**config.mk**
```make
export PLATFORM = sky130hd
export DESIGN_NAME = prog_loader
export DESIGN_NICKNAME = d
export VERILOG_FILES = /design/src/rtl/prog_loader_pkg.sv /design/src/rtl/prog_loader_timeout.sv /design/src/rtl/prog_loader.sv
export SDC_FILE = /design/constraint.sdc
export NUM_CORES = 1
export LEC_CHECK = 0
export ABC_AREA = 1
export CAP_MARGIN = 20
export CORE_AREA = 2 2 68 118
export CTS_CLUSTER_SIZE = 16
export DETAILED_ROUTE_END_ITERATION = 16
export DIE_AREA = 0 0 70 120
export GPL_TIMING_DRIVEN = 0
export PLACE_DENSITY = 0.78
export SETUP_SLACK_MARGIN = 0.1
export SLEW_MARGIN = 30
export SYNTH_ARGS = -nofsm -noshare
export SYNTH_HDL_FRONTEND = slang
export SYNTH_SLANG_ARGS = --single-unit
```
**constraint.sdc**
```tcl
create_clock -name clk -period 2.05 [get_ports clk]
set_input_delay 0.3075 -clock clk [delete_from_list [all_inputs] [get_ports clk]]
set_output_delay 0.3075 -clock clk [all_outputs]
set_load 0.02 [all_outputs]
```
**src/rtl/prog_loader_pkg.sv**
```systemverilog
// Shared types and constants for the serial program loader.
// Widths match the 4 KiB x 8 instruction RAM write port.
package prog_loader_pkg;

    localparam int ADDR_W = 12;
    localparam int DATA_W = 8;
    localparam int CNT_W  = 9;

    localparam logic [DATA_W-1:0] SYNC_BYTE_DEF = 8'hA5;

    typedef enum logic [2:0] {
        ST_IDLE,
        ST_ADDR_HI,
        ST_ADDR_LO,
        ST_LEN,
        ST_DATA,
        ST_CSUM
    } state_t;

    // A LEN byte of zero encodes a full 256-byte payload.
    function automatic logic [CNT_W-1:0] len_to_count(input logic [DATA_W-1:0] len);
        return (len == '0) ? CNT_W'(256) : CNT_W'(len);
    endfunction

endpackage

```
**src/rtl/prog_loader_timeout.sv**
```systemverilog
// Purpose: inter-byte idle watchdog for the loader frame parser.
// Latency: o_expired is combinational from the count; fires TIMEOUT_CYCLES-1 idle cycles after the last clear.
// Backpressure: none; i_clear always wins over expiry in the same cycle.
module prog_loader_timeout #(
    parameter int TIMEOUT_CYCLES = 1_000_000
) (
    input  logic clk,
    input  logic rst_n,
    input  logic i_clear,
    input  logic i_enable,
    output logic o_expired
);

    localparam int CW = (TIMEOUT_CYCLES > 2) ? $clog2(TIMEOUT_CYCLES) : 1;
    localparam logic [CW-1:0] LAST = CW'(TIMEOUT_CYCLES - 1);

    logic [CW-1:0] r_cnt;
    logic          w_at_last;

    assign w_at_last = (r_cnt == LAST);

    always_ff @(posedge clk) begin
        if (!rst_n) begin
            r_cnt <= '0;
        end else if (i_clear || !i_enable) begin
            r_cnt <= '0;
        end else if (!w_at_last) begin
            r_cnt <= r_cnt + CW'(1);
        end
    end

    assign o_expired = i_enable && !i_clear && w_at_last;

endmodule

```
**src/rtl/prog_loader.sv**
```systemverilog
// Purpose: parse SYNC/ADDR_HI/ADDR_LO/LEN/data/CSUM frames from the UART and write the instruction RAM.
// Latency: RAM write, done, err and cpu_rst_n all register one cycle after the rx_valid that caused them.
// Backpressure: none; every rx_valid strobe is consumed in its own cycle, back-to-back included.
module prog_loader
    import prog_loader_pkg::*;
#(
    parameter logic [7:0] SYNC_BYTE      = SYNC_BYTE_DEF,
    parameter int         TIMEOUT_CYCLES = 1_000_000
) (
    input  logic        clk,
    input  logic        rst_n,
    input  logic [7:0]  rx_data,
    input  logic        rx_valid,
    output logic [11:0] mem_addr,
    output logic [7:0]  mem_wdata,
    output logic        mem_we,
    output logic        cpu_rst_n,
    output logic        busy,
    output logic        done,
    output logic        err
);

    state_t              r_state;
    state_t              w_state_nxt;

    logic [ADDR_W-1:0]   r_addr;
    logic [CNT_W-1:0]    r_remain;
    logic [DATA_W-1:0]   r_sum;

    logic [ADDR_W-1:0]   r_mem_addr;
    logic [DATA_W-1:0]   r_mem_wdata;
    logic                r_mem_we;
    logic                r_cpu_rst_n;
    logic                r_done;
    logic                r_err;

    logic                w_start;
    logic                w_wr;
    logic                w_pass;
    logic                w_fail;
    logic                w_sum_en;
    logic                w_expired;
    logic                w_in_frame;

    assign w_in_frame = (r_state != ST_IDLE);

    prog_loader_timeout #(
        .TIMEOUT_CYCLES (TIMEOUT_CYCLES)
    ) u_timeout (
        .clk       (clk),
        .rst_n     (rst_n),
        .i_clear   (rx_valid),
        .i_enable  (w_in_frame),
        .o_expired (w_expired)
    );

    always_ff @(posedge clk) begin
        if (!rst_n) begin
            r_state <= ST_IDLE;
        end else begin
            r_state <= w_state_nxt;
        end
    end

    always_comb begin
        w_state_nxt = r_state;
        w_start     = 1'b0;
        w_wr        = 1'b0;
        w_pass      = 1'b0;
        w_fail      = 1'b0;
        w_sum_en    = 1'b0;

        case (r_state)
            ST_IDLE: begin
                if (rx_valid && (rx_data == SYNC_BYTE)) begin
                    w_start     = 1'b1;
                    w_state_nxt = ST_ADDR_HI;
                end
            end
            ST_ADDR_HI: begin
                if (rx_valid) begin
                    if (rx_data[7:4] != 4'h0) begin
                        w_fail      = 1'b1;
                        w_state_nxt = ST_IDLE;
                    end else begin
                        w_sum_en    = 1'b1;
                        w_state_nxt = ST_ADDR_LO;
                    end
                end
            end
            ST_ADDR_LO: begin
                if (rx_valid) begin
                    w_sum_en    = 1'b1;
                    w_state_nxt = ST_LEN;
                end
            end
            ST_LEN: begin
                if (rx_valid) begin
                    w_sum_en    = 1'b1;
                    w_state_nxt = ST_DATA;
                end
            end
            ST_DATA: begin
                // Sync-valued bytes here are payload, not a new frame.
                if (rx_valid) begin
                    w_wr     = 1'b1;
                    w_sum_en = 1'b1;
                    if (r_remain == CNT_W'(1)) begin
                        w_state_nxt = ST_CSUM;
                    end
                end
            end
            ST_CSUM: begin
                if (rx_valid) begin
                    w_state_nxt = ST_IDLE;
                    if (rx_data == r_sum) begin
                        w_pass = 1'b1;
                    end else begin
                        w_fail = 1'b1;
                    end
                end
            end
            default: begin
                w_state_nxt = ST_IDLE;
            end
        endcase

        // Expiry cannot coincide with rx_valid, so it never masks an accepted byte.
        if (w_expired) begin
            w_state_nxt = ST_IDLE;
            w_fail      = 1'b1;
        end
    end

    always_ff @(posedge clk) begin
        if (!rst_n) begin
            r_addr   <= '0;
            r_remain <= '0;
            r_sum    <= '0;
        end else begin
            if (w_start) begin
                r_sum <= '0;
            end else if (w_sum_en) begin
                r_sum <= r_sum + rx_data;
            end

            if (rx_valid) begin
                case (r_state)
                    ST_ADDR_HI: r_addr[11:8] <= rx_data[3:0];
                    ST_ADDR_LO: r_addr[7:0]  <= rx_data;
                    ST_LEN:     r_remain     <= len_to_count(rx_data);
                    ST_DATA: begin
                        r_addr   <= r_addr + ADDR_W'(1);
                        r_remain <= r_remain - CNT_W'(1);
                    end
                    default: begin
                    end
                endcase
            end
        end
    end

    always_ff @(posedge clk) begin
        if (!rst_n) begin
            r_mem_addr  <= '0;
            r_mem_wdata <= '0;
            r_mem_we    <= 1'b0;
            r_cpu_rst_n <= 1'b0;
            r_done      <= 1'b0;
            r_err       <= 1'b0;
        end else begin
            r_mem_we <= w_wr;
            r_done   <= w_pass;

            if (w_wr) begin
                r_mem_addr  <= r_addr;
                r_mem_wdata <= rx_data;
            end

            // The CPU is only released by a verified frame; any abort leaves it held.
            if (w_start) begin
                r_err       <= 1'b0;
                r_cpu_rst_n <= 1'b0;
            end else if (w_fail) begin
                r_err       <= 1'b1;
            end else if (w_pass) begin
                r_cpu_rst_n <= 1'b1;
            end
        end
    end

    assign mem_addr  = r_mem_addr;
    assign mem_wdata = r_mem_wdata;
    assign mem_we    = r_mem_we;
    assign cpu_rst_n = r_cpu_rst_n;
    assign busy      = w_in_frame;
    assign done      = r_done;
    assign err       = r_err;

endmodule

```
---- Word-level counts from Yosys, hierarchy flattened ----
Index checks and enable logic that the tools add are counted.
storage, ports and cells
  register bits ........................... 76
  output and inout bits ................... 25
cells by class
  muxes and demuxes ....................... 29
  equality and inequality tests ........... 16
  bitwise gates (word level) .............. 2
  add/sub/neg operators ................... 4
  reductions and logical operators ........ 22
operator list
  cell                     number
  $mux W3                  7
  $add A20 B1 Y20 const B  1
  $eq A20 B20 Y1 const B   1
  $pmux W3 S6              1
  $pmux W9 S2              1
  $pmux W8 S2              1
  $mux W1                  14
  $ne A2 B2 Y1 const B     7
  $add A12 B1 Y12 const B  1
  $eq A9 B1 Y1 const B     1
  $mux W9                  1
  $sub A9 B1 Y9 const B    1
  $add A8 B8 Y8            1
  $eq A8 B8 Y1             1
  $eq A8 B8 Y1 const B     1
  $logic_not A8 Y1         1
  $pmux W4 S2              1
  $reduce_and A2 Y1        4
  $reduce_and A7 Y1        1
  $eq A3 B2 Y1 const B     2
  $eq A3 B3 Y1 const B     2
  $reduce_bool A2 Y1       3
  $reduce_or A2 Y1         3
  $pmux W1 S2              2
  other kinds (10)         14

---- Depth between registers and ports, before layout ----
Gate-level depths: netlist (run 1).
  depth after elaboration ................. 7
  gate-level depth with buffers ........... 11
  mapped depth without buffers ............ 11

---- Hierarchy ----
From an unflattened synthesis (run 1), not the netlist that was laid out.
second synthesis, totals
  cell total of the unflattened synthesis .. 670
  area total of the unflattened synthesis .. 4418.0 um^2
modules (own cells, without submodules)
  module               cells each  instances  area each (um^2)
  prog_loader          493         1          3255.6
  prog_loader_timeout  177         1          1162.4

---- Least setup slack after synthesis (run 1) ----
No wires, ideal clock.
  path kind ............................... register to register
  start point ............................. reg u_timeout.r_cnt[0]
  end point ............................... reg u_timeout.r_cnt[14]
  arrival ................................. 1352 ps
  slack ................................... 583 ps
  path buffers ............................ 0
  data required time ...................... 1935 ps
  library setup time ...................... 115 ps
  cell stages (with the launch flop) ...... 9
  cells stage by stage .................... dfxtp_1 > ha_1 > nand3_2 > nor2_2 > nand3_2 > nor2_2 > nand2_1 > o21ai_1 > nor2_1
between the ends
  cells in the longest elaborated chain, start to end .. 1
  elaborated cells on any way between the ends .. 2
  those cells by class .................... add/sub: 1; eq/ne: 1
RTL lines
  element                                                   RTL line                                              RTL
  from (decl)                                               prog_loader_timeout.sv:17                             logic [CW-1:0] r_cnt;
  from (signal assigned)                                    prog_loader_timeout.sv:28                             r_cnt <= r_cnt + CW'(1);
  $add A20 B1 Y20 / $eq A20 B20 Y1 (equally long branches)  prog_loader_timeout.sv:28, prog_loader_timeout.sv:20
Several ways; a longest one is shown, not always the timed one.
A chain may end at the register's enable or synchronous reset.

---- Final worst setup path (run 1) ----
  start point ............................. reg r_state[1]
  end point ............................... out busy
between the ends
  cells in the longest elaborated chain, start to end .. 1
RTL lines
  element                 RTL line           RTL
  from (decl)             prog_loader.sv:23  state_t r_state;
  from (signal assigned)  prog_loader.sv:61  r_state <= w_state_nxt;
  $reduce_bool A3 Y1      prog_loader.sv:45  assign w_in_frame = (r_state != ST_IDLE);
  to (decl)               prog_loader.sv:18  output logic busy,
Every way passes these cells.

==> results of run 1 <==
[sequential cells by signal (all words and copies together) (netlist names)]
signal,count
u_timeout.r_cnt,20
mem_addr,12
r_sum,8
mem_wdata,8
err,1
r_remain,9
r_addr,12
mem_we,1
done,1
cpu_rst_n,1
r_state,3
[through the flow]
stage,utilization [%],instances
finish,66.0,754
global route,66.0,754
CTS,66.1,755
detailed placement,62.1,739
global placement,62.1,739
floorplan,-,617
[final cells by class]
class | instances | share of cell area (%)
flip-flops and latches | 76 | 30.9
clock inverters | 3 | 0.939
well taps | 88 | 2.23
inverters | 73 | 5.56
plain buffers | 17 | 2.01
multi-input cells | 450 | 46.4
clock buffers | 13 | 5.08
repair buffers | 34 | 6.88
[worst paths after layout]
| path | slack (ns) | endpoint | cells past startpoint | startpoint |
|---|---|---|---|---|
| max | 0.22 | busy | 5 | r_state[1] |
| min | 0.44 | done | 3 | rx_valid |
| max reg2reg | 0.32 | u_timeout.r_cnt[14] | 8 | u_timeout.r_cnt[0] |
| min reg2reg | 0.45 | cpu_rst_n | 2 | cpu_rst_n |
[worst max-delay path: cells and delay by family (launching register included)]
| kind | cells | cell delay, ns |
|---|---|---|
| buffers and inverters | 3 | 0.44 |
| flip-flops | 1 | 0.39 |
| AND/OR/NAND/NOR | 2 | 0.35 |
[cell families (layout without fill, tap and decap cells)]
kind of cell    Yosys count  after routing
compound gates          137            137
fa+ha+maj                12             12
flops                    76             76
buf+inv                  91            140
xor+xnor                 11             11
simple gates            290            290
[cell usage in the layout (no fill, tap or decap), drive strengths merged, types with 17 or more instances in the layout]
| cell | n |
|---|---|
| a21oi | 58 |
| inv | 73 |
| dfxtp | 76 |
| nand2 | 113 |
| nor2 | 102 |
| nand3 | 40 |
| o21ai | 69 |
| clkbuf | 17 |
| clkdlybuf4s50 | 33 |
[per-layer routing]
metal | up-vias | global-route usage (%) | wire [µm]
li1 | 2123 | - | -
met3 | 54 | 4.03 | 353
met5 | - | 0 | 0
met4 | 0 | 22.1 | 792
met1 | 1973 | 27.8 | 4260
met2 | 119 | 53.9 | 6260
[what timing repair did]
action | in CTS | in global routing
endpoints found under the hold margin | 0 | 0
pin swaps | 0 | 0
endpoints found under the setup margin | 1 | 4
resized for setup | 1 | 1
setup buffers | 0 | 0
[power groups by stage]
stage / Clock [W] / Sequential (W) / Combinational, W
2_1_floorplan: 0 / 0.00187 / 0.00102
3_3_place_gp: 0 / 0.00183 / 0.00151
3_5_place_dp: 0 / 0.00183 / 0.00154
4_1_cts: 0.00160 / 0.00180 / 0.00154
5_1_grt: 0.00167 / 0.00182 / 0.00172
6_report: 0.00159 / 0.00181 / 0.00155
==> reports/summary.log, run 1 <==
qor: run_status.run_status finished, final reports clean
qor: route.drt_iter0_drc 236
qor: yosys.post-synth-top-area-cell dfxtp_1
qor: route.detail_route.wl_per_cell 15.5 µm
qor: cts.cts-root-buf clkbuf_16
qor: floorplan.core 7460 µm²
qor: pwr.p_sw 0.00175 W
qor: floorplan.floorplan.initialDensity 56.1%
qor: timing.finalMaxSlewViolations 0
qor: route.finalWirelength 11.7 mm
qor: grt.global_route.usage.total 29.0%
qor: yosys.synth_cell_type_count 36
qor: yosys.avgSynthCellArea 6.78 µm²
qor: cts.ctsHtreeMaxLevel 3
qor: yosys.synthesis.nets 640
qor: cts.cts_buffers 9
qor: pwr.switching_share 35.4%
qor: pwr.irDropWorstVdd 578 µV
qor: yosys.synth_sequential_area_ratio 36.4%
qor: finish.n_fill_cell 699
qor: cts.cts.sink_count 76
qor: timing.final.setup.tns 0 ns
qor: cts.cts_tree yes
qor: route.dr.pass1.iters 7
qor: setup_path.worst_ep_arrival_time 1.52 ns
qor: place.hpwlAfterDp 9.01 mm
qor: yosys.synthDominantCellAreaShare 36.4%
qor: yosys.dominant_combinational_cell_family_by_area_after_synthesis simple AND/OR/NAND/NOR gates
qor: yosys.yosysMostFrequentCell nand2_1
qor: floorplan.io_pins 36
qor: yosys.postSynth.asyncResetShare 0%
qor: yosys.synth-xor-area-share 2.30%
qor: yosys.synth.area.mux_share 0%
qor: floorplan.row_count 42
qor: worst_hold_path.worst_hold_path_type primary input to flip-flop
qor: timing.holdWs 0.436 ns
qor: cts.ctsHoldBuffers 0
qor: yosys.synth.cells.most_frequent nand2_1 (110), nor2_1 (93), dfxtp_1 (76)
qor: setup_path.timing_worst_setup_path_type flip-flop to output port
qor: yosys.ys_seq_elements 76
qor: finish.fraction_of_layout_cells_with_a_size_suffix_above_1 8.86%
qor: route.drtAntennaViolNets 0
qor: yosys.yosys-top-cells-area dfxtp_1 (36%), nand2_1 (9.9%), nor2_1 (8.3%)
qor: setup_path.critical_path_endpoint_category output port
qor: place.postPlaceCellArea 4630 µm²
qor: route.drcViolationCount 0
qor: place.port_buffers 34
qor: place.place_congestion 0.914
qor: yosys.synth-main-ff-cell dfxtp_1
qor: yosys.post_synthesis_share_of_cell_area_spent_on_full_adders_half_adders_and_majority_gates 3.77%
qor: pwr.power.share.combinational 31.3%
qor: setup_path.critPathSlowestCell dfxtp_1
qor: timing.setup_viol 0
qor: route.routed_via_density 5.66
qor: finish.areaGrowthSynthToFinish 17.8%
qor: setup_path.required 1.74 ns
qor: grt.grt_max_degree 13
qor: yosys.synth_cells 617
qor: timing.rsz0062_at_grt no
qor: cts.worst_skew_late_latency 0.34 ns
qor: timing.fin_crit 1.83 ns
qor: timing.setup_slack 0.222 ns
qor: yosys.synth-warning-count 0
qor: timing.hold_viol 0
qor: route.route.vias.total 4,269
qor: pwr.power.density 1000 nW/µm²
qor: setup_path.critical_path.cell_chain nor2_4 -> inv_2 -> nor2_2 -> inv_2 -> dlygate4sd2_1
qor: setup_path.most_frequent_cell_on_critical_path inv_2
qor: grt.grt_pass1_wl 19.3 mm
qor: finish.antenna_diode_instance_count 0
qor: setup_path.max_stage_delay 0.39 ns
qor: cts.cts.clk_slew.worst_paths 0.06 ns
qor: yosys.fraction_of_the_mapped_netlist_area_in_compound_gates 17.4%
qor: grt.grt_antenna_before_repair 0
qor: pwr.leakage 2.03 nW
qor: finish.final-seq-area 1520 µm²
qor: finish.fin_nets 684
qor: pwr.power_frac_clock 32.2%
qor: pwr.sequentialPowerShare 36.5%
qor: timing.worst_slew_margin_rel 65.7%
qor: job.cap_viol_max_count 0
qor: timing.timing_worst_slew_pin_value 0.515 ns
qor: finish.area_taken_by_multi_input_logic_gates 2290 µm²
qor: place.setup_slack_at_placement -0.164 ns
qor: floorplan.dieHeight 120 µm
qor: yosys.post_synth_instance_area 4180 µm²
qor: floorplan.chipWidth 70 µm
qor: setup_path.setup.worst_path.start_class flip-flop
qor: timing.timing.clock.skew 0.00603 ns
qor: finish.postLayoutCellArea 4930 µm²
qor: grt.overflow 0
qor: timing.period_share 89.2%
qor: pwr.power.internal 0.00319 W
qor: setup_path.critical_path.max_fanout 6
qor: floorplan.die_area 8400 µm²
qor: timing.clock.fmax 547 MHz
qor: pwr.p_total 0.00494 W
qor: grt.number_of_global_route_vias_before_repair 4,251
qor: yosys.synth_simple_gate_area_share 31.2%
qor: cts.cts-root-to-sink-buffers 2
qor: yosys.number_of_synthesized_flops_with_an_enable_pin 0
Power figures use the tool's default switching activity.
==> run 2, diff against run 1 <==
--- a/config.mk
+++ b/config.mk
@@ -7,10 +7,10 @@
 export LEC_CHECK = 0
 export ABC_AREA = 1
 export CAP_MARGIN = 20
-export CORE_AREA = 2 2 68 118
+export CORE_AREA = 3 3 69 119
 export CTS_CLUSTER_SIZE = 16
 export DETAILED_ROUTE_END_ITERATION = 16
-export DIE_AREA = 0 0 70 120
+export DIE_AREA = 0 0 72 122
 export GPL_TIMING_DRIVEN = 0
 export PLACE_DENSITY = 0.78
 export SETUP_SLACK_MARGIN = 0.1
==> run 2 against run 1 <==
  * Largest cell class unchanged
  * Wire length increased by 2.5%
  * Critical endpoint is now cpu_rst_n
  * Highest routed layer unchanged
  * Setup slack improved by 0.016 ns
  * Hold slack got worse by 0.014 ns
  * Register-to-register slack improved by 0.03 ns
  * Flip-flop and latch count unchanged
  * Final cell count decreased by 0.13%
==> reports/summary.log, run 2 (synthesis gave the netlist of run 1 again) <==
qor: timing.hold_viol 0 [unchanged]
qor: route.drt_iter0_drc 180 [-24%]
qor: route.routed_via_density 5.70 [+0.67%]
qor: setup_path.setup.worst_path.start_class primary input
qor: timing.rsz0062_at_grt no
qor: pwr.p_total 0.00508 W [+2.8%]
qor: setup_path.cp_num_buf_inv 2 [-1]
qor: cts.ctsHtreeMaxLevel 3 [unchanged]
qor: route.finalWirelength 12.0 mm [+2.5%]
qor: floorplan.die_area 8780 µm² [+4.6%]
qor: place.hpwlAfterDp 9.31 mm [+3.3%]
qor: floorplan.core 7340 µm² [-1.7%]
qor: finish.most-common-layout-cells nand2_1 (110), nor2_1 (93), dfxtp_1 (76)
qor: grt.number_of_global_route_vias_before_repair 4,373 [+2.9%]
qor: setup_path.critical_path.cell_chain clkdlybuf4s50_1 -> ha_4 -> inv_1 -> nand2_1 -> nor3_1 -> nand4_1 -> a21oi_1
qor: floorplan.io_pins 36 [unchanged]
qor: floorplan.floorplan.initialDensity 57.0% [+0.97 points]
qor: setup_path.required 2.32 ns [+0.58 ns]
qor: route.dr.pass1.iters 4 [-3]
qor: finish.postLayoutCellArea 4970 µm² [+0.89%]
qor: grt.overflow 0 [unchanged]
qor: run_status.run_status finished, final reports clean
qor: cts.cts_buffers 9 [unchanged]
qor: timing.setup_viol 0 [unchanged]
qor: setup_path.max_stage_delay 0.70 ns [+0.31 ns]
qor: finish.fraction_of_layout_cells_with_a_size_suffix_above_1 9.30% [+0.44 points]
qor: place.place_congestion 0.980 [+7.2%]
qor: route.route.vias.total 4,292 [+0.54%]
qor: grt.grt_pass1_wl 19.7 mm [+2.1%]
qor: cts.cts-root-to-sink-buffers 2 [unchanged]
qor: timing.holdWs 0.422 ns [-0.0136 ns]
qor: cts.cts.sink_count 76 [unchanged]
qor: finish.antenna_diode_instance_count 0 [unchanged]
qor: finish.largest_register_ffs 20 [unchanged]
qor: grt.global_route.usage.total 28.8% [-0.17 points]
qor: place.port_buffers 34 [unchanged]
qor: timing.worst_slew_margin_rel 69.4% [+3.8 points]
qor: finish.top_register u_timeout.r_cnt
qor: timing.period_share 88.4% [-0.77 points]
qor: setup_path.critical_path.max_fanout 5 [-1]
qor: route.drtAntennaViolNets 0 [unchanged]
qor: finish.layout_commonest_cell nand2_1
qor: finish.finish.utilization 67.8% [+1.7 points]
qor: setup_path.timing_worst_setup_path_type primary input to flip-flop
qor: route.drcViolationCount 0 [unchanged]
qor: timing.timing.clock.skew 0.00705 ns [+0.00102 ns]
qor: pwr.leakage 2.06 nW [+1.6%]
qor: floorplan.row_count 41 [-2.4%]
qor: pwr.irDropWorstVdd 671 µV [+16%]
qor: cts.cts.clk_slew.worst_paths 0.06 ns [about the same]
qor: pwr.power.density 1020 nW/µm² [+1.9%]
qor: timing.timing_worst_slew_pin_value 0.459 ns [-0.0566 ns]
qor: timing.finalMaxSlewViolations 0 [unchanged]
qor: setup_path.worst_ep_arrival_time 2.08 ns [+0.56 ns]
qor: finish.fin_nets 685 [+0.15%]
qor: cts.cts_tree yes
qor: finish.areaGrowthSynthToFinish 18.8%
qor: worst_hold_path.worst_hold_path_type primary input to flip-flop
qor: cts.cts-root-buf clkbuf_16
qor: floorplan.chipWidth 72 µm [+2.9%]
qor: timing.fin_crit 1.81 ns [-0.0158 ns]
qor: place.postPlaceCellArea 4630 µm² [about the same]
qor: job.cap_viol_max_count 0 [unchanged]
qor: grt.grt_max_degree 14 [+1]
qor: setup_path.critical_path_endpoint_category flip-flop
qor: route.detail_route.wl_per_cell 15.9 µm [+2.6%]
qor: setup_path.critPathTopFamily buffers and inverters
qor: floorplan.dieHeight 122 µm [+1.7%]
qor: cts.worst_skew_late_latency 0.33 ns [about the same]
qor: setup_path.critPathSlowestCell clkdlybuf4s50_1
qor: timing.clock.fmax 552 MHz [+0.87%]
qor: grt.grt_antenna_before_repair 0 [unchanged]
[run 2: worst paths after layout]
kind | startpoint | to | slack [ns] | depth (start not counted)
setup reg to reg | u_timeout.r_cnt[0] | u_timeout.r_cnt[14] | 0.35 | 8
setup / recovery | rx_data[3] | cpu_rst_n | 0.24 | 7
hold reg to reg | cpu_rst_n | cpu_rst_n | 0.45 | 2
hold / removal | rx_data[0] | mem_wdata[0] | 0.42 | 3
[run 2: what timing repair did]
| action | 4_1_cts | 5_1_grt |
|---|---|---|
| hold endpoints to repair | 0 | 0 |
| hold buffers | 0 | 0 |
| gates resized for setup | 1 | 4 |
| pin swaps | 0 | 1 |
| buffers inserted | 0 | 1 |
| setup endpoints to repair | 1 | 8 |
[run 2: worst min-delay path: cells and delay by family]
family	cells	cell delay, ns
buffers and inverters	1	0.22
and+or+nand+nor	2	0.19
[run 2: layout make-up]
class                   instances  area, µm²
flip-flops and latches         76       1520
plain buffers                  17       98.8
inverters                      73        274
multi-input cells             450       2300
clock buffers                  11        233
repair buffers                 35        352
clock inverters                 5       85.1
well taps                      86        108
fillers                       645       2360
[run 2: power by group]
group          internal, W  switching (W)  total (W)
combinational     0.000570        0.00101    0.00158
sequential         0.00166       0.000150    0.00181
clock              0.00107       0.000619    0.00169
total              0.00330        0.00178    0.00508
[run 2: layer usage]
metal | global-route usage (%) | wire (µm) | vias up
met2 | 54.0 | 6520 | 129
met5 | 0 | 0 | -
met1 | 26.5 | 4120 | 1981
met4 | 23.1 | 962 | 0
met3 | 4.29 | 358 | 70
li1 | - | - | 2112
[run 2: through the flow]
step                      setup TNS [ns]  setup slack [ns]  cells
after floorplan                        0             0.583    617
after global placement             -1.20            -0.196    737
after detailed placement           -1.36            -0.221    737
after CTS                              0             0.127    753
after global routing                   0             0.143    753
final                                  0             0.238    753
